## config.mk

```make
export PLATFORM = sky130hd
export DESIGN_NAME = writeback_stage
export DESIGN_NICKNAME = d
export VERILOG_FILES = /design/src/rtl/wb_pkg.sv /design/src/rtl/writeback_stage_load_extender.sv /design/src/rtl/writeback_stage.sv
export SDC_FILE = /design/constraint.sdc
export NUM_CORES = 1
export LEC_CHECK = 0
export CAP_MARGIN = 10
export CELL_PAD_IN_SITES_DETAIL_PLACEMENT = 0
export CELL_PAD_IN_SITES_GLOBAL_PLACEMENT = 1
export CORE_MARGIN = 3
export CORE_UTILIZATION = 30
export DETAILED_ROUTE_END_ITERATION = 6
export PLACE_DENSITY = 0.68
export SLEW_MARGIN = 15
export SYNTH_ARGS = -nofsm -noshare
export SYNTH_HDL_FRONTEND = slang
export SYNTH_SLANG_ARGS = --single-unit
```

## constraint.sdc

```tcl
create_clock -name clk -period 2.72 [get_ports clk]
set_input_delay 0.408 -clock clk [delete_from_list [all_inputs] [get_ports clk]]
set_output_delay 0.408 -clock clk [all_outputs]
set_load 0.01 [all_outputs]
```

## src/rtl/wb_pkg.sv

```systemverilog
// Shared types for the writeback stage: load access sizes, FSM states and
// the MEM/WB pipeline register layout.
package wb_pkg;

    // Widths the MEM/WB register layout is built for; the stage parameters
    // default to these and must be left at them.
    localparam int WB_XLEN       = 64;
    localparam int WB_REG_ADDR_W = 5;

    typedef enum logic [1:0] {
        LS_BYTE   = 2'd0,
        LS_HALF   = 2'd1,
        LS_WORD   = 2'd2,
        LS_DOUBLE = 2'd3
    } load_size_e;

    typedef enum logic [1:0] {
        WB_IDLE       = 2'd0,
        WB_WRITE      = 2'd1,
        WB_ECALL_WAIT = 2'd2
    } wb_state_e;

    // MEM/WB register. The writeback value is selected (ALU result or
    // extended load) at capture, so only the final value is kept.
    typedef struct packed {
        logic [WB_XLEN-1:0]       pc;
        logic [WB_XLEN-1:0]       wdata;
        logic [WB_REG_ADDR_W-1:0] dest_reg;
        logic                     reg_write;
    } mem_wb_t;

endpackage

```

## src/rtl/writeback_stage_load_extender.sv

```systemverilog
// load_extender: selects the addressed lane of a raw doubleword and zero- or
// sign-extends it to XLEN. Purely combinational. Address bits below the
// access size are ignored, so misaligned accesses read the aligned lane.
module load_extender
    import wb_pkg::*;
#(
    parameter int XLEN = WB_XLEN
) (
    input  logic [XLEN-1:0] raw_data,
    input  logic [2:0]      offset,
    input  load_size_e      size,
    input  logic            is_unsigned,
    output logic [XLEN-1:0] result
);

    logic [7:0]  byte_lane;
    logic [15:0] half_lane;
    logic [31:0] word_lane;

    // Lane selection from the low address bits
    always_comb begin
        byte_lane = raw_data[{offset, 3'b000} +: 8];
        half_lane = raw_data[{offset[2:1], 4'b0000} +: 16];
        word_lane = raw_data[{offset[2], 5'b00000} +: 32];
    end

    // Extension by access size; a doubleword passes through unchanged
    always_comb begin
        result = raw_data;
        case (size)
            LS_BYTE: begin
                result = is_unsigned ? {{(XLEN-8){1'b0}}, byte_lane}
                                     : {{(XLEN-8){byte_lane[7]}}, byte_lane};
            end
            LS_HALF: begin
                result = is_unsigned ? {{(XLEN-16){1'b0}}, half_lane}
                                     : {{(XLEN-16){half_lane[15]}}, half_lane};
            end
            LS_WORD: begin
                result = is_unsigned ? {{(XLEN-32){1'b0}}, word_lane}
                                     : {{(XLEN-32){word_lane[31]}}, word_lane};
            end
            default: result = raw_data;
        endcase
    end

endmodule

```

## src/rtl/writeback_stage.sv

```systemverilog
// writeback_stage: final pipeline stage. Captures one completed instruction
// per mem_done pulse, writes the register file one cycle later, and holds
// ecalls until the environment acknowledges them with ecall_done.
// Optional build macro WB_RETIRE_COUNT_EN adds the instret retire counter.
module writeback_stage
    import wb_pkg::*;
#(
    parameter int XLEN       = WB_XLEN,
    parameter int REG_ADDR_W = WB_REG_ADDR_W
) (
    input  logic                  clk,
    input  logic                  reset,
    input  logic                  mem_done,
    input  logic [XLEN-1:0]       mem_pc,
    input  logic [XLEN-1:0]       mem_alu_data,
    input  logic [XLEN-1:0]       mem_load_data,
    input  logic [REG_ADDR_W-1:0] mem_dest_reg,
    input  logic                  mem_reg_write,
    input  logic                  mem_is_load,
    input  logic [1:0]            mem_load_size,
    input  logic                  mem_load_unsigned,
    input  logic                  mem_is_ecall,
    input  logic                  ecall_done,
    output logic                  mem_wb_pipeline_valid,
    output logic                  ecall_req,
    output logic                  rf_we,
    output logic [REG_ADDR_W-1:0] rf_waddr,
    output logic [XLEN-1:0]       rf_wdata,
    output logic                  retired,
    output logic [XLEN-1:0]       retired_pc
`ifdef WB_RETIRE_COUNT_EN
    ,
    output logic [XLEN-1:0]       instret
`endif
);

    wb_state_e             state_q, state_d;
    mem_wb_t               mw_q, mw_d;
    logic [REG_ADDR_W-1:0] rf_waddr_q, rf_waddr_d;
    logic [XLEN-1:0]       rf_wdata_q, rf_wdata_d;
    logic [XLEN-1:0]       ext_result;

    load_extender #(
        .XLEN(XLEN)
    ) u_load_extender (
        .raw_data   (mem_load_data),
        .offset     (mem_alu_data[2:0]),
        .size       (load_size_e'(mem_load_size)),
        .is_unsigned(mem_load_unsigned),
        .result     (ext_result)
    );

    // Next-state and MEM/WB capture; mem_done is only honoured in IDLE
    always_comb begin
        state_d = state_q;
        mw_d    = mw_q;
        case (state_q)
            WB_IDLE: begin
                if (mem_done) begin
                    mw_d.pc        = mem_pc;
                    mw_d.wdata     = mem_is_load ? ext_result : mem_alu_data;
                    mw_d.dest_reg  = mem_dest_reg;
                    mw_d.reg_write = mem_reg_write;
                    state_d        = mem_is_ecall ? WB_ECALL_WAIT : WB_WRITE;
                end
            end
            WB_WRITE: begin
                state_d = WB_IDLE;
            end
            WB_ECALL_WAIT: begin
                if (ecall_done) begin
                    state_d = WB_IDLE;
                end
            end
            default: begin
                state_d = WB_IDLE;
            end
        endcase
    end

    // Register-file port: driven from the MEM/WB register while writing,
    // otherwise the last written index/data are held
    always_comb begin
        rf_we      = (state_q == WB_WRITE) && mw_q.reg_write
                     && (mw_q.dest_reg != '0);
        rf_waddr   = rf_we ? mw_q.dest_reg : rf_waddr_q;
        rf_wdata   = rf_we ? mw_q.wdata    : rf_wdata_q;
        rf_waddr_d = rf_waddr;
        rf_wdata_d = rf_wdata;
    end

    // Status and retirement outputs; an ecall retires in the ecall_done cycle
    always_comb begin
        mem_wb_pipeline_valid = (state_q != WB_IDLE);
        ecall_req             = (state_q == WB_ECALL_WAIT);
        retired               = (state_q == WB_WRITE)
                                || ((state_q == WB_ECALL_WAIT) && ecall_done);
        retired_pc            = mw_q.pc;
    end

    // State registers; reset drops any in-flight instruction
    always_ff @(posedge clk or negedge reset) begin
        if (!reset) begin
            state_q    <= WB_IDLE;
            mw_q       <= '0;
            rf_waddr_q <= '0;
            rf_wdata_q <= '0;
        end else begin
            state_q    <= state_d;
            mw_q       <= mw_d;
            rf_waddr_q <= rf_waddr_d;
            rf_wdata_q <= rf_wdata_d;
        end
    end

`ifdef WB_RETIRE_COUNT_EN
    logic [XLEN-1:0] instret_q, instret_d;

    // Retired-instruction counter, wraps naturally at 2^XLEN
    always_comb begin
        instret_d = instret_q + {{(XLEN-1){1'b0}}, retired};
    end

    // Counter register
    always_ff @(posedge clk or negedge reset) begin
        if (!reset) begin
            instret_q <= '0;
        end else begin
            instret_q <= instret_d;
        end
    end

    assign instret = instret_q;
`endif

endmodule

```

### After elaboration in Yosys (flattened, before gate mapping)

Cells that the tools add are included.

| word-level totals | value |
|---|---|
| latch bits | 0 |
| memories | 0 |
| bits in registers | 205 |
| output and inout bits | 137 |
| ROM bits | 0 |
| bits in writable memories | 0 |

| cells by class | value |
|---|---|
| $add $sub $neg | 0 |
| order comparisons | 0 |
| reduce and logical (&&, ||, !) cells | 10 |
| bitwise operators | 0 |
| equality and inequality tests | 6 |
| multipliers | 0 |
| muxes and demuxes | 11 |
| divide/modulo/power cells | 0 |
| shifts and indexed selects | 3 |

Operator list:

| operator | number |
|---|---|
| $mux 64 | 5 |
| $pmux 64 s3 | 1 |
| $shiftx 64x7->16 | 1 |
| $shiftx 64x7->32 | 1 |
| $shiftx 64x7->8 | 1 |
| $mux 2 | 3 |
| $mux 5 | 1 |
| $reduce_bool 5->1 | 1 |
| $eq 2x1->1 const B | 2 |
| $eq 2x2->1 const B | 2 |
| $logic_not 2->1 | 2 |
| $ne 2x2->1 const B | 2 |
| $pmux 2 s2 | 1 |
| $reduce_and 2->1 | 2 |
| $logic_and 1x1->1 | 3 |
| $reduce_bool 2->1 | 1 |
| $logic_or 1x1->1 | 1 |

### Depth between registers and ports, before layout

Gate-level depths: netlist of the first run.

| depth | value |
|---|---|
| depth after elaboration | 4 |
| depth in mapped cells | 7 |
| gate-level depth less buffers | 4 |

### By module

A second synthesis of the first run with hierarchy kept.

| unflattened totals | value |
|---|---|
| cells, all modules | 933 |
| area total of the unflattened synthesis | 10632.7 µm² |

Modules (own cells, without submodules):

| module | seq. area each (µm²) | area each (µm²) | times used | cells each |
|---|---|---|---|---|
| writeback_stage | 5129.9 | 8677.1 | 1 | 651 |
| load_extender | 0.0 | 1955.6 | 1 | 282 |

### Worst setup path before layout of the first run

No wires, ideal clock.

| timing | value |
|---|---|
| kind | reg-to-output |
| from | reg mw_q[4] in the netlist's numbering |
| to | out rf_wdata[29] |
| stages on the path, launching flop included | 5 |
| slack | 0.536 ns |
| arrival time | 1.776 ns |
| path through | dfrtp_1 > or4_1 > o21ai_1 > buf_2 > mux2_1 |

| between the ends | value |
|---|---|
| longest elaborated chain between the ends | 3 |

Ends and longest elaborated chain:

| element | RTL line | text |
|---|---|---|
| from (decl) | writeback_stage.sv:38 | `mem_wb_t mw_q, mw_d;` |
| from (signal assigned) | writeback_stage.sv:110 | `mw_q <= mw_d;` |
| $reduce_bool 5->1 | writeback_stage.sv:85 | `&& (mw_q.dest_reg != '0);` |
| $logic_and 1x1->1 | writeback_stage.sv:85 |  |
| $mux 64 | writeback_stage.sv:87 | `rf_wdata = rf_we ? mw_q.wdata : rf_wdata_q;` |
| to (decl) | writeback_stage.sv:28 | `output logic [XLEN-1:0] rf_wdata,` |

Every way passes these cells.

### Worst setup path in the final report of the first run

| timing | value |
|---|---|
| from | reg mw_q[1] in the netlist's numbering |
| to | out rf_wdata[44] |

Same word-level chain as after synthesis.

==> results of run 1 <==
-- worst max-delay path: stages (launching register included) --
cell	delay (ns)
dfrtp_1	0.39
or4_4	0.55
o21ai_4	0.17
buf_4	0.14
buf_8	0.13
buf_16	0.13
mux2_2	0.34
dlygate4sd2_1	0.29
-- registers in the layout (all words and copies together) (netlist names) --
| name | count |
|---|---|
| state_q | 2 |
| rf_wdata_q | 64 |
| retired_pc | 64 |
| rf_waddr_q | 5 |
| mw_q | 70 |
-- how the worst min path moves through the flow --
stage | start | end | slack, ns | cells past startpoint
3_5_place_dp | reset | retired_pc[59] | 0.44 | 1
4_1_cts | mem_pc[47] | retired_pc[47] | 0.35 | 3
2_1_floorplan | reset | mw_q[0] | 0.11 | 0
3_3_place_gp | reset | rf_wdata_q[2] | 0.45 | 1
6_report | mem_pc[47] | retired_pc[47] | 0.39 | 3
5_1_grt | mem_pc[29] | retired_pc[29] | 0.39 | 3
-- layout make-up --
type / count / share of cell area [%]
Antenna cell: 4 / 0.0632
Multi-Input combinational cell: 706 / 30.1
Clock inverter: 11 / 1.23
Timing Repair Buffer: 415 / 27.5
Tap cell: 455 / 3.59
Inverter: 14 / 0.332
Sequential cell: 205 / 32.4
Clock buffer: 37 / 4.75
-- power groups by stage --
stage          combinational [W]  sequential [W]  clock, W
6_report                 0.00438         0.00442   0.00381
5_1_grt                  0.00473         0.00452   0.00404
4_1_cts                  0.00405         0.00440   0.00393
3_5_place_dp             0.00414         0.00445         0
3_3_place_gp             0.00408         0.00443         0
2_1_floorplan            0.00214         0.00426         0
-- cells in the mapped netlist, types with 31 or more instances --
| master | number |
|---|---|
| dfrtp_1 | 205 |
| a21oi_1 | 34 |
| mux2_2 | 78 |
| o21ai_0 | 81 |
| clkbuf_1 | 56 |
| or3_1 | 33 |
| buf_4 | 64 |
| a21oi_2 | 31 |
| nand2_1 | 275 |
-- cell families (layout without fill, tap and decap cells) --
group	count (synthesis)	after routing
AO/OA/AOI/OAI	244	244
multiplexers	116	116
buffers and inverters	156	477
other	0	4
flip-flops	205	205
AND/OR/NAND/NOR	346	346
-- stage by stage --
stage | std cells | setup TNS (ns) | hold WS, ns | util (%) | total power, W
final | 1847 | -18.42 | 0.394 | 45.6 | 0.0126
after CTS | 1827 | -24.26 | 0.354 | 44.6 | 0.0124
after global routing | 1847 | -23.98 | 0.392 | 45.6 | 0.0133
after global placement | 1769 | -0.486 | 0.451 | 41.2 | 0.00851
after detailed placement | 1769 | -0.962 | 0.443 | 41.2 | 0.00859
after floorplan | 1067 | 0 | 0.112 | - | 0.00640
-- timing repair --
action                                  in CTS  in global routing
hold buffers                                 1                  0
endpoints found under the setup margin      70                 70
cloned                                       4                  5
pin swaps                                    1                  2
gates resized for setup                    236                118
setup buffers                                5                 11
endpoints found under the hold margin       71                  0
-- routing by layer --
metal,wire (um),share of wire [%],up-vias
li1,-,-,4242
met1,17400,42,4539
met2,19000,46,371
met3,3110,7.5,84
met4,1710,4.1,14
met5,98,0.24,-
-- cells in the final DEF, fill, tap and decap left out, types with 5 or more instances in the layout --
cell type	n
o21bai_1	16
dlygate4sd2_1	5
a221oi_1	7
clkbuf_16	32
bufinv_16	5
a32oi_1	7
clkdlybuf4s15_2	13
a21oi_1	34
o21ai_1	13
nand2b_1	6
nand2_1	274
buf_6	48
clkbuf_1	6
o21ai_0	81
mux2i_1	16
dfrtp_1	205
mux4_2	16
o31a_1	16
mux2_2	43
a21oi_2	31
clkdlybuf4s50_1	270
buf_4	38
or3_1	33
o221ai_1	7
nor2_1	9
buf_16	6
inv_1	13
nor2b_1	6
mux2_4	41
a31oi_1	7
buf_2	11
buf_12	12
==> reports/results.ini, run 1 <==
[power_and_ir_drop]
clkPwrFrac_pct = 30.2
seq_power_share_pct = 35.1
power_density_nw_per_um2 = 796
leakage_nw = 6.98
power_switching_w = 0.00374
intPower_w = 0.00886
combPwrFrac_pct = 34.7
peakVddDrop_v = 0.000511
p_sw_share_pct = 29.7

[finish]
drive_gt1_share_pct = 23.4
area_delta_synth_final_pct = 49.5
final_nets = 1576
stdcell_area_um2 = 15800
fill_cells = 3321
multi_input_area_um2 = 4770
register_area_um2 = 5130

[clock_network]
numCtsBuffers = 27
cts-root-buf = clkbuf_16
ctsLongestPathBuffers = 3
clk_pin_slew_ns = 0.06
worstSkewPairLatency_ns = 0.54
tritoncts = built
cts-htree-levels = 1
cts.sinks = 205

[global_route]
met1_usage_pct = 26.8
gr-usage-met3_pct = 5.99
grt_usage_pct = 20.8
grt_pass1_wl_um = 61000
grt-ovfl-total = 0
antenna_found_initial = 12
grt_max_degree = 77
grt_pass1_vias = 9522
use_met2_pct = 33.3
busiest_layer = met2

[detailed_routing]
routed_wl_um = 41300
drt-initial-drc-count = 402
ant_nets = 0
viasPerCell = 5.01
wl_per_cell_um = 22.4
num_vias = 9250
drc = 0
drt_pass1_iterations = 6

[yosys]
yosysUniqueCellTypes = 52
netlist_area_um2 = 10600
synth_nets = 1274
synth_top_area_cell = dfrtp_1
synthAdderAreaFrac_pct = 0
syn_area_per_cell_um2 = 9.93
synthArstFlopShare_pct = 100
yosysTopAreaCellShare_pct = 48.4
synth_edf_count = 0
ys_ff_latch = 205
synthTopCellsByArea = dfrtp_1 (48%), nand2_1 (9.7%), mux2_2 (8.3%)
synth_top_family_by_area = compound AO/OA/AOI/OAI gates
synth_xor_area_share_pct = 0
synth_flop_cell = dfrtp_1
yosys-mux-area-fraction_pct = 13.8
synth_compound_area_share_pct = 15.4
yosysSeqAreaShare_pct = 48.4
yosys_warnings = 0
netlist_instances = 1067
yosys.area_share.simple_pct = 14.0

[outcome]
failed_checks = negative setup slack
outcome = finished, violations left

[timing]
setup-violations-final = 66
relSlewSlack_pct = 44.0
period_minus_slack_ns = 3.09
clock_skew_ns = 0.00996
fin_crit_sh_pct = 113
worst_pin_slew_ns = 0.839
slew_viol_final = 0
hold_violations = 0
setup_ws_ns = -0.366
grt_setup_unrepaired = true
max_freq_mhz = 324

[floorplanning]
initial_core_util_pct = 30.5
die_h_um = 194
io_pins = 344
die_area_um2 = 37600
die_width_um = 194
fp.coreArea_um2 = 34700
rows = 68

[run]
cap_viol_max_count = 0

[placed_design]
dpl_worst_slack_ns = -0.0370
portBuffers = 343
hpwl_um = 29200
place.gp.congestion = 0.848
placed_area_um2 = 14300

[worst_setup_path]
worstPathRequired_ns = 2.31
crit_end = rf_wdata[44]
worstPathMaxFanout = 5
crit_arrival_ns = 2.68
worst_setup_path_end_kind = primary output
critPathKind = flip-flop to primary output
cp-startpoint = mw_q[1]
r2r-end = rf_wdata_q[4]
cp-start-kind = flip-flop
ff2ff_setup_slack_ns = 0.56
r2r_start = mw_q[1]
r2r_cells = 7

[worst_hold_path]
hp-class = input pin to flip-flop

No activity file was read; power rests on OpenSTA's default activity.
==> run 2, diff against run 1 <==
CORE_MARGIN = unset   (was 3)
==> run 2 against run 1 <==
Against the previous run: the flow still finishes with violations (negative setup slack); count of clock-buffer cells in the layout down 4; sequential cell count unchanged; clock skew rose by 0.0011 ns; critical path depth is the same; largest cell class unchanged; highest routed layer unchanged.
==> reports/results.ini, run 2 (same netlist as run 1, synthesis figures left out) <==
[outcome]
outcome = finished, violations left
failed_checks = negative setup slack

[floorplanning]
fp.coreArea_um2 = 34600
die_width_um = 190
rows = 68
io_pins = 344
initial_core_util_pct = 30.6
die_h_um = 190
die_area_um2 = 36100

[worst_setup_path]
critPathKind = flip-flop to primary output
path_buf_inv = 4
cp-start-kind = flip-flop
critical_path.top_delay_family = simple AND/OR/NAND/NOR gates
cp_slowest_stage_delay_ns = 0.54
worst_setup_path_end_kind = primary output
crit_chain = or4_4 -> o21ai_4 -> buf_6 -> buf_12 -> buf_12 -> mux2_4 -> buf_6
cp_slowest_cell = or4_4
worstPathMaxFanout = 5
worstPathRequired_ns = 2.31
crit_arrival_ns = 2.52

[power_and_ir_drop]
power_density_nw_per_um2 = 795
combPwrFrac_pct = 38.5
p_sw_share_pct = 30.3
seq_power_share_pct = 34.8
power_switching_w = 0.00388
fin_total_pwr_w = 0.0128
peakVddDrop_v = 0.000590
leakage_nw = 7.20
intPower_w = 0.00891
clkPwrFrac_pct = 26.7

[detailed_routing]
ant_nets = 0
routed_wl_um = 40800
viasPerCell = 4.96
num_vias = 9250
drt-initial-drc-count = 422
drt_pass1_iterations = 4
drc = 0
wl_per_cell_um = 21.9

[global_route]
grt_pass1_wl_um = 60400
grt_usage_pct = 22.2
grt_max_degree = 69
grt_pass1_vias = 9451
antenna_found_initial = 5
grt-ovfl-total = 0

[finish]
area_delta_synth_final_pct = 52.0
fill_cells = 3247
drive_gt1_share_pct = 25.6
multi_input_area_um2 = 4890
top_register = mw_q
final_common_cell = clkdlybuf4s50_1
final_util_pct = 46.5
register_area_um2 = 5130
largest_reg_flops = 70
final_nets = 1597
final_cell_mix = clkdlybuf4s50_1 (270), nand2_1 (267), dfrtp_1 (205), o21ai_0 (81), buf_6 (77)

[placed_design]
hpwl_um = 28600
portBuffers = 343
place.gp.congestion = 0.889

[run]
cap_viol_max_count = 0

[clock_network]
cts-root-buf = clkbuf_16
numCtsBuffers = 26
ctsLongestPathBuffers = 3
cts.sinks = 205
worstSkewPairLatency_ns = 0.54
cts-htree-levels = 1
clk_pin_slew_ns = 0.06
tritoncts = built

[timing]
relSlewSlack_pct = 53.5
hold_violations = 0
setup_ws_ns = -0.210
max_freq_mhz = 341
slew_viol_final = 0
worst_pin_slew_ns = 0.693
clock_skew_ns = 0.0110
period_minus_slack_ns = 2.93
setup-violations-final = 68
grt_setup_unrepaired = true
fin_crit_sh_pct = 108

[worst_hold_path]
hp-class = input pin to flip-flop

[run 2: cell types whose count changed in the layout (fill, tap and decap cells not counted), moves of 5 or more]
| cell | previous run | this run |
|---|---|---|
| buf_6 | 48 | 77 |
| mux2_2 | 43 | 20 |
| mux2_4 | 41 | 64 |
| buf_4 | 38 | 58 |
| clkdlybuf4s15_2 | 13 | 0 |
| buf_2 | 11 | 2 |
| buf_12 | 12 | 19 |
| nand2_1 | 274 | 267 |
| clkinv_2 | 2 | 8 |
| clkbuf_16 | 32 | 27 |
| dlygate4sd2_1 | 5 | 0 |
[run 2: final timing paths]
kind / from / endpoint / slack (ns) / depth (start not counted)
min in group asynchronous: reset / retired_pc[42] / 0.42 / 2
max in group asynchronous: reset / mw_q[38] / 1.44 / 3
max reg2reg: state_q[1] / rf_waddr_q[3] / 0.40 / 14
max: mw_q[3] / rf_wdata[31] / -0.21 / 7
min reg2reg: retired_pc[29] / retired_pc[29] / 0.47 / 2
min: mem_pc[50] / retired_pc[50] / 0.39 / 3
[run 2: area by class of cell]
class                           count  area share (%)
Inverter                           14           0.326
Timing Repair Buffer              437            28.7
Sequential cell                   205            31.9
Multi-Input combinational cell    706            30.4
Antenna cell                        1          0.0155
Clock buffer                       33            4.33
Clock inverter                     14           0.878
Tap cell                          455            3.54
[run 2: worst min-delay path, stage by stage]
cell and delay, ns:
clkdlybuf4s50_1 0.39, nand2_1 0.06, nand2_1 0.04
[run 2: repair_timing]
| item | CTS | global route |
|---|---|---|
| hold buffers | 1 | 0 |
| gates cloned | 8 | 1 |
| endpoints found under the setup margin | 70 | 70 |
| endpoints found under the hold margin | 63 | 0 |
| buffers inserted | 28 | 10 |
| resized for setup | 425 | 39 |
| pin swaps | 5 | 9 |
[run 2: power groups by stage]
| stage | logic (W) | registers, W | clock network (W) |
|---|---|---|---|
| after floorplan | 0.00214 | 0.00426 | 0 |
| after global placement | 0.00408 | 0.00443 | 0 |
| after detailed placement | 0.00413 | 0.00444 | 0 |
| after CTS | 0.00472 | 0.00444 | 0.00353 |
| after global routing | 0.00528 | 0.00454 | 0.00364 |
| final | 0.00493 | 0.00445 | 0.00342 |
[run 2: through the flow]
step           setup TNS, ns  cell area, um^2  instances  hold slack (ns)  worst slack (ns)
6_report              -11.37            16100       1865            0.391            -0.210
3_5_place_dp           -1.30            14300       1775            0.414           -0.0455
2_1_floorplan              0            10600       1067            0.112             0.536
4_1_cts               -18.20            16000       1858            0.362            -0.358
3_3_place_gp          -0.396            14300       1775            0.418           -0.0177
5_1_grt               -16.28            16100       1865            0.381            -0.272
[run 2: metal layers]
layer  track usage (%)  vias up  wire length [um]
li1                  -     4281                 -
met1              28.3     4569             17000
met4              6.02        8              1100
met2              36.7      331             19200
met5                 0        -                52
met3              6.11       61              3410
==> run 3, diff against run 2 <==
PLACE_DENSITY = 0.66   (was 0.68)
SYNTH_HIERARCHICAL = 1   (was unset)
==> run 3 against run 2 <==
Against the previous run: the run still ends with negative setup slack left; sequential power hardly changed; setup slack better by 0.065 ns; cell count shrank 8.5%; non-clock buffer count fell by 30; area after synthesis grew 0.37%; hold slack better by 0.035 ns.
==> reports/results.ini, run 3 <==
[outcome]
failed_checks = negative setup slack
outcome = finished, violations left

[yosys]
yosysSeqAreaShare_pct = 48.2
yosysTopAreaCellShare_pct = 48.2
yosysUniqueCellTypes = 39
synth_flop_cell = dfrtp_1
ys_ff_latch = 205
yosysMostFrequentCell = dfrtp_1
yosys_warnings = 6
synthArstFlopShare_pct = 100
synth_edf_count = 0
synth_top_area_cell = dfrtp_1
netlist_instances = 933
netlist_area_um2 = 10600
syn_area_per_cell_um2 = 11.4
synth_nets = 1140
synthTopCellsByArea = dfrtp_1 (48%), mux2_2 (16%), mux2i_1 (7.5%)
ys_top_cells_by_count = dfrtp_1 (205), mux2_2 (151), nor2_1 (89)

[timing]
relSlewSlack_pct = 63.2
grt_setup_unrepaired = true
clock_skew_ns = 0.00855
worst_pin_slew_ns = 0.553
setup-violations-final = 55
fin_crit_sh_pct = 105
hold_violations = 0
max_freq_mhz = 349
period_minus_slack_ns = 2.86
slew_viol_final = 0
setup_ws_ns = -0.145

[worst_setup_path]
crit_top_cell = buf_6
cp_slowest_stage_delay_ns = 0.40
r2r-end = rf_wdata_q[2]
worstPathMaxFanout = 8
worstPathRequired_ns = 2.31
ff2ff_setup_slack_ns = 0.71
crit_chain = or3_4 -> o21ai_4 -> buf_8 -> clkbuf_16 -> buf_6 -> mux2_4 -> buf_6
cp-start-kind = flip-flop
crit_arrival_ns = 2.46
worst_setup_path_end_kind = primary output
r2r_start = mw_q[2]
critPathKind = flip-flop to primary output
r2r_cells = 7
cp_slowest_cell = dfrtp_1

[finish]
area_delta_synth_final_pct = 46.6
final_cell_mix = clkdlybuf4s50_1 (270), dfrtp_1 (205), mux2_2 (94), nor2_1 (89), mux2i_1 (80)
top_register = mw_q
drive_gt1_share_pct = 29.0
final_nets = 1438
final_common_cell = clkdlybuf4s50_1
largest_reg_flops = 70
finalNonFillerCells = 1707

[power_and_ir_drop]
fin_total_pwr_w = 0.0125
leakage_nw = 6.89
peakVddDrop_v = 0.000626
power_density_nw_per_um2 = 801

[placed_design]
dp.cells = 1626
place.gp.congestion = 0.814
portBuffers = 343
hpwl_um = 26000

[worst_hold_path]
hp-class = input pin to asynchronous set/reset pin

[clock_network]
worstSkewPairLatency_ns = 0.55
tritoncts = built
cts-htree-levels = 1
numCtsBuffers = 25
ctsLongestPathBuffers = 3
clk_pin_slew_ns = 0.06
cts-root-buf = clkbuf_16
cts.sinks = 205

[global_route]
grt_pass1_vias = 8308
antenna_found_initial = 7
grt_usage_pct = 18.9
grt_pass1_wl_um = 51800
grt_max_degree = 79
grt-ovfl-total = 0

[floorplanning]
rows = 68
io_pins = 344
die_h_um = 190
initial_core_util_pct = 30.6
die_width_um = 190
die_area_um2 = 36200
fp.coreArea_um2 = 34700

[detailed_routing]
drt_pass1_iterations = 4
wl_per_cell_um = 21.5
num_vias = 8250
routed_wl_um = 36700
drc = 0
drt-initial-drc-count = 349
ant_nets = 0
viasPerCell = 4.83

[run]
cap_viol_max_count = 0

## run 3: kinds of logic (layout without fill, tap and decap cells)
family / after synthesis / in the layout / share of synthesized area, %
AND/OR/NAND/NOR: 197 / 197 / 8.08
flip-flops: 205 / 205 / 48.2
buffers and inverters: 140 / 457 / 8.46
other: 0 / 2 / 0
AO/OA/AOI/OAI: 144 / 144 / 8.30
multiplexers: 247 / 247 / 26.9
## run 3: repair_timing
action | in CTS | in global routing
hold buffers | 1 | 0
gates resized for setup | 144 | 266
hold endpoints to repair | 62 | 0
endpoints found under the setup margin | 70 | 69
cloned | 1 | 6
buffers inserted | 9 | 17
pin swaps | 1 | 6
## run 3: metal layers
| metal | part of all wire (%) | GRT usage (%) |
|---|---|---|
| met1 | 42 | 23.6 |
| met3 | 7.7 | 5.19 |
| met4 | 2.9 | 5.60 |
| met5 | 0.13 | 0 |
| met2 | 47 | 31.7 |
## run 3: through the flow
| stage | setup WS [ns] | instance area (um^2) | setup TNS (ns) | util (%) | hold slack [ns] |
|---|---|---|---|---|---|
| final | -0.145 | 15600 | -3.60 | 44.9 | 0.425 |
| after global routing | -0.213 | 15600 | -7.20 | 44.9 | 0.442 |
| after CTS | -0.330 | 15000 | -9.96 | 43.2 | 0.410 |
| after detailed placement | 0.104 | 14200 | 0 | 40.8 | 0.446 |
| after global placement | 0.140 | 14200 | 0 | 40.8 | 0.448 |
| after floorplan | 0.733 | 10600 | 0 | - | 0.112 |
## run 3: area by class of cell
class,count,area [um^2]
sequential,205,5130
clock buffer,37,701
inverter,4,15.0
multi-input combinational,588,4840
timing repair buffer,407,4220
tap,455,569
fill,3282,19100
clock inverter,9,110
antenna,2,5.00
## run 3: where the power goes
part | switching (W) | internal (W)
Sequential | 0.000412 | 0.00402
Clock | 0.00134 | 0.00198
Combinational | 0.00188 | 0.00285
## run 3: worst max path at each step
| stage | startpoint | end | slack, ns |
|---|---|---|---|
| floorplan | mw_q[1] | rf_wdata[0] | 0.73 |
| global placement | mem_alu_data[1] | mw_q[69] | 0.14 |
| detailed placement | mem_alu_data[1] | mw_q[30] | 0.10 |
| CTS | mw_q[2] | rf_wdata[44] | -0.33 |
| global route | mw_q[3] | rf_wdata[2] | -0.21 |
| finish | mw_q[2] | rf_wdata[2] | -0.14 |
## run 3: critical path: cells and delay by family (launching register included)
kind / cells / cell delay (ns)
AO/OA/AOI/OAI: 1 / 0.23
multiplexers: 1 / 0.29
buffers and inverters: 4 / 0.59
flip-flops: 1 / 0.40
AND/OR/NAND/NOR: 1 / 0.39
==> edit: new RTL, settings of run 2 <==
Put a register stage on the output `retired_pc`, without a reset. The value now appears one clock later. The other outputs are not delayed to match.
--- a/src/rtl/writeback_stage.sv
+++ b/src/rtl/writeback_stage.sv
@@ -35,2 +35,4 @@
 );
+
+    logic [XLEN-1:0] retired_pc_d;
 
@@ -97,3 +99,3 @@
                                 || ((state_q == WB_ECALL_WAIT) && ecall_done);
-        retired_pc            = mw_q.pc;
+        retired_pc_d          = mw_q.pc;
     end
@@ -135,2 +137,6 @@
 
+    always_ff @(posedge clk) begin
+        retired_pc <= retired_pc_d;
+    end
+
 endmodule
Behaviour: not the same (a bounded check fails within 4 cycles, from zero or initial values and one cycle with reset low).
==> edit against run 2 <==
The run still ends with negative setup slack left; design area grew 12%; routed wire length grew 6.5%; fmax shrank 3.2%; area after synthesis is 7.6% higher; setup slack got worse by 0.096 ns; sequential share of layout area up 3.8 points; total power grew 17%; sequential cell count grew 64; hold slack worse by 0.027 ns; critical path type unchanged; critical endpoint is now rf_wdata[61].
==> edit: results (changes against run 2) <==
stage	metric	value	unit	change
finish	Top reg by flops	mw_q		
run_status	failing checks	negative setup slack		
clock_network	TritonCTS buffer count	34		+31%
yosys	synthesized area per cell	10.7	sq um	+7.6%
yosys	Main synth FF type	dfrtp_1		
sta	Least-Margin Pin Slew	0.604	ns	-0.0894 ns
placed_design	Post-DP HPWL	30200	um	+5.9%
worst_setup_path	Crit Path Max Fanout	6		+1
drt	Detailed Route Iter0 Violations	463		+9.7%
drt	wire length per cell	21.5	um	-1.7%
yosys	Post-synth top cells	nand2_1, dfrtp_1, o21ai_0		
sta	clock skew	0.0171	ns	+0.00606 ns
clock_network	H-tree depth	2		+1
drt	1st-pass router iterations	5		+1
finish	share of layout cells above drive strength 1	0.258		+0.00216
power_and_ir_drop	leakage	0.00794	uW	+10%
clock_network	cell at the root of the clock tree	clkbuf_16		
worst_setup_path	Critical-path top delay cell	or4_4		
placed_design	Placed Cells	1902		+7.2%
drt	met1 wire length	18100	um	+6.6%
sta	PnR worst setup slack	-0.306	ns	-0.0962 ns
run_status	status	finished with violations		
worst_setup_path	worst r2r src	mw_q[3]		
yosys	Synth area leaders	dfrtp_1, dfxtp_1, nand2_1, mux2_2, o21ai_0		
drt	Routed WL	43500	um	+6.5%
yosys	Netlist cell types	52		unchanged
grt	Tot GR Track Use	0.226		+0.00434
placed_design	placed cell areas	15800	sq um	+10%
worst_setup_path	CP Data Arrival Time	2.62	ns	+0.10 ns
worst_hold_path	Hold Startpoint	retired_pc_d[50]		
power_and_ir_drop	maximum VDD drop	0.623	mV	+5.6%
finish	fin nets	1683		+5.4%
worst_hold_path	HP Class	reg2reg		
yosys	share of synthesized registers carrying an async set or reset	0.762		-0.238
finish	fill count	3516		+8.3%
grt	initial antenna violation count	13		+8
placed_design	Final Wtd Congestion	0.882		-0.87%
grt	first-pass GRT wire length	65200	um	+8.0%
drt	vias per cell	4.81		-3.1%
drt	wire length on met3	3810	um	+12%
drt	Max Used Layer	met5		
grt	vias in the first global route	10221		+8.1%
worst_setup_path	cell family with most CP delay	buffers and inverters		
sta	Final setup viols	70		+2.9%
grt	largest net degree at the start of global routing	55		-20%
yosys	post-synthesis sequential area ratio	0.563		+0.0784
placed_design	dpl ws	-0.0194	ns	+0.0261 ns
drt	met2 routed WL	20100	um	+4.7%
## edit: worst paths after layout
| kind | end | cells past startpoint | slack [ns] |
|---|---|---|---|
| worst max register to register | rf_waddr_q[2] | 13 | 0.46 |
| worst min-delay path | retired_pc[50] | 0 | 0.36 |
| min in group asynchronous | rf_wdata_q[31] | 2 | 0.40 |
| max in group asynchronous | rf_wdata_q[5] | 3 | 1.66 |
| worst max-delay path | rf_wdata[61] | 8 | -0.31 |
| worst min register to register | retired_pc[50] | 0 | 0.36 |
## edit: area by class of cell
type	count	share of cell area
clock inverters	12	0.00781
diodes	8	0.00112
flip-flops and latches	269	0.357
multi-input cells	706	0.271
inverters	14	0.00293
repair buffers	451	0.268
well taps	511	0.0356
clock buffers	50	0.0564
## edit: stage by stage
step	setup TNS, ns	util
after CTS	-21.55	0.476
after floorplan	0	-
final	-16.54	0.479
after global routing	-23.09	0.479
after detailed placement	-0.376	0.420
after global placement	0	0.420
## edit: power by group
part           internal (uW)  switching (uW)  total (uW)
Combinational           2790            1970        4760
Sequential              5130             510        5640
Clock                   2800            1820        4620
Total                  10700            4310       15000
## edit: per-layer routing
layer / vias to the layer above / track usage
met5: - / 0
met4: 12 / 0.0792
met3: 81 / 0.0794
met2: 387 / 0.362
met1: 4700 / 0.282
li1: 4531 / -
## edit: cell families (layout without fill, tap and decap cells)
logic type,Yosys count,after routing,synth area share
simple gates,346,346,0.130
mux,116,116,0.129
other cells,0,8,0
buf+inv,92,527,0.0359
flops,269,269,0.563
compound gates,244,244,0.143
## edit: timing repair
| action | 4_1_cts | 5_1_grt |
|---|---|---|
| buffers inserted | 35 | 6 |
| gates resized for setup | 415 | 20 |
| setup endpoints to repair | 70 | 70 |
| pin swaps | 7 | 6 |
| hold endpoints to repair | 49 | 0 |
| hold buffers | 1 | 0 |
| cloned | 9 | 0 |
## edit: worst reg2reg max path: cells and delay by family, from the launching register on
kind	cells	cell delay (ns)
buffers and inverters	9	1.01
and+or+nand+nor	3	0.65
AOI/OAI and AO/OA	1	0.16
DFF	1	0.39
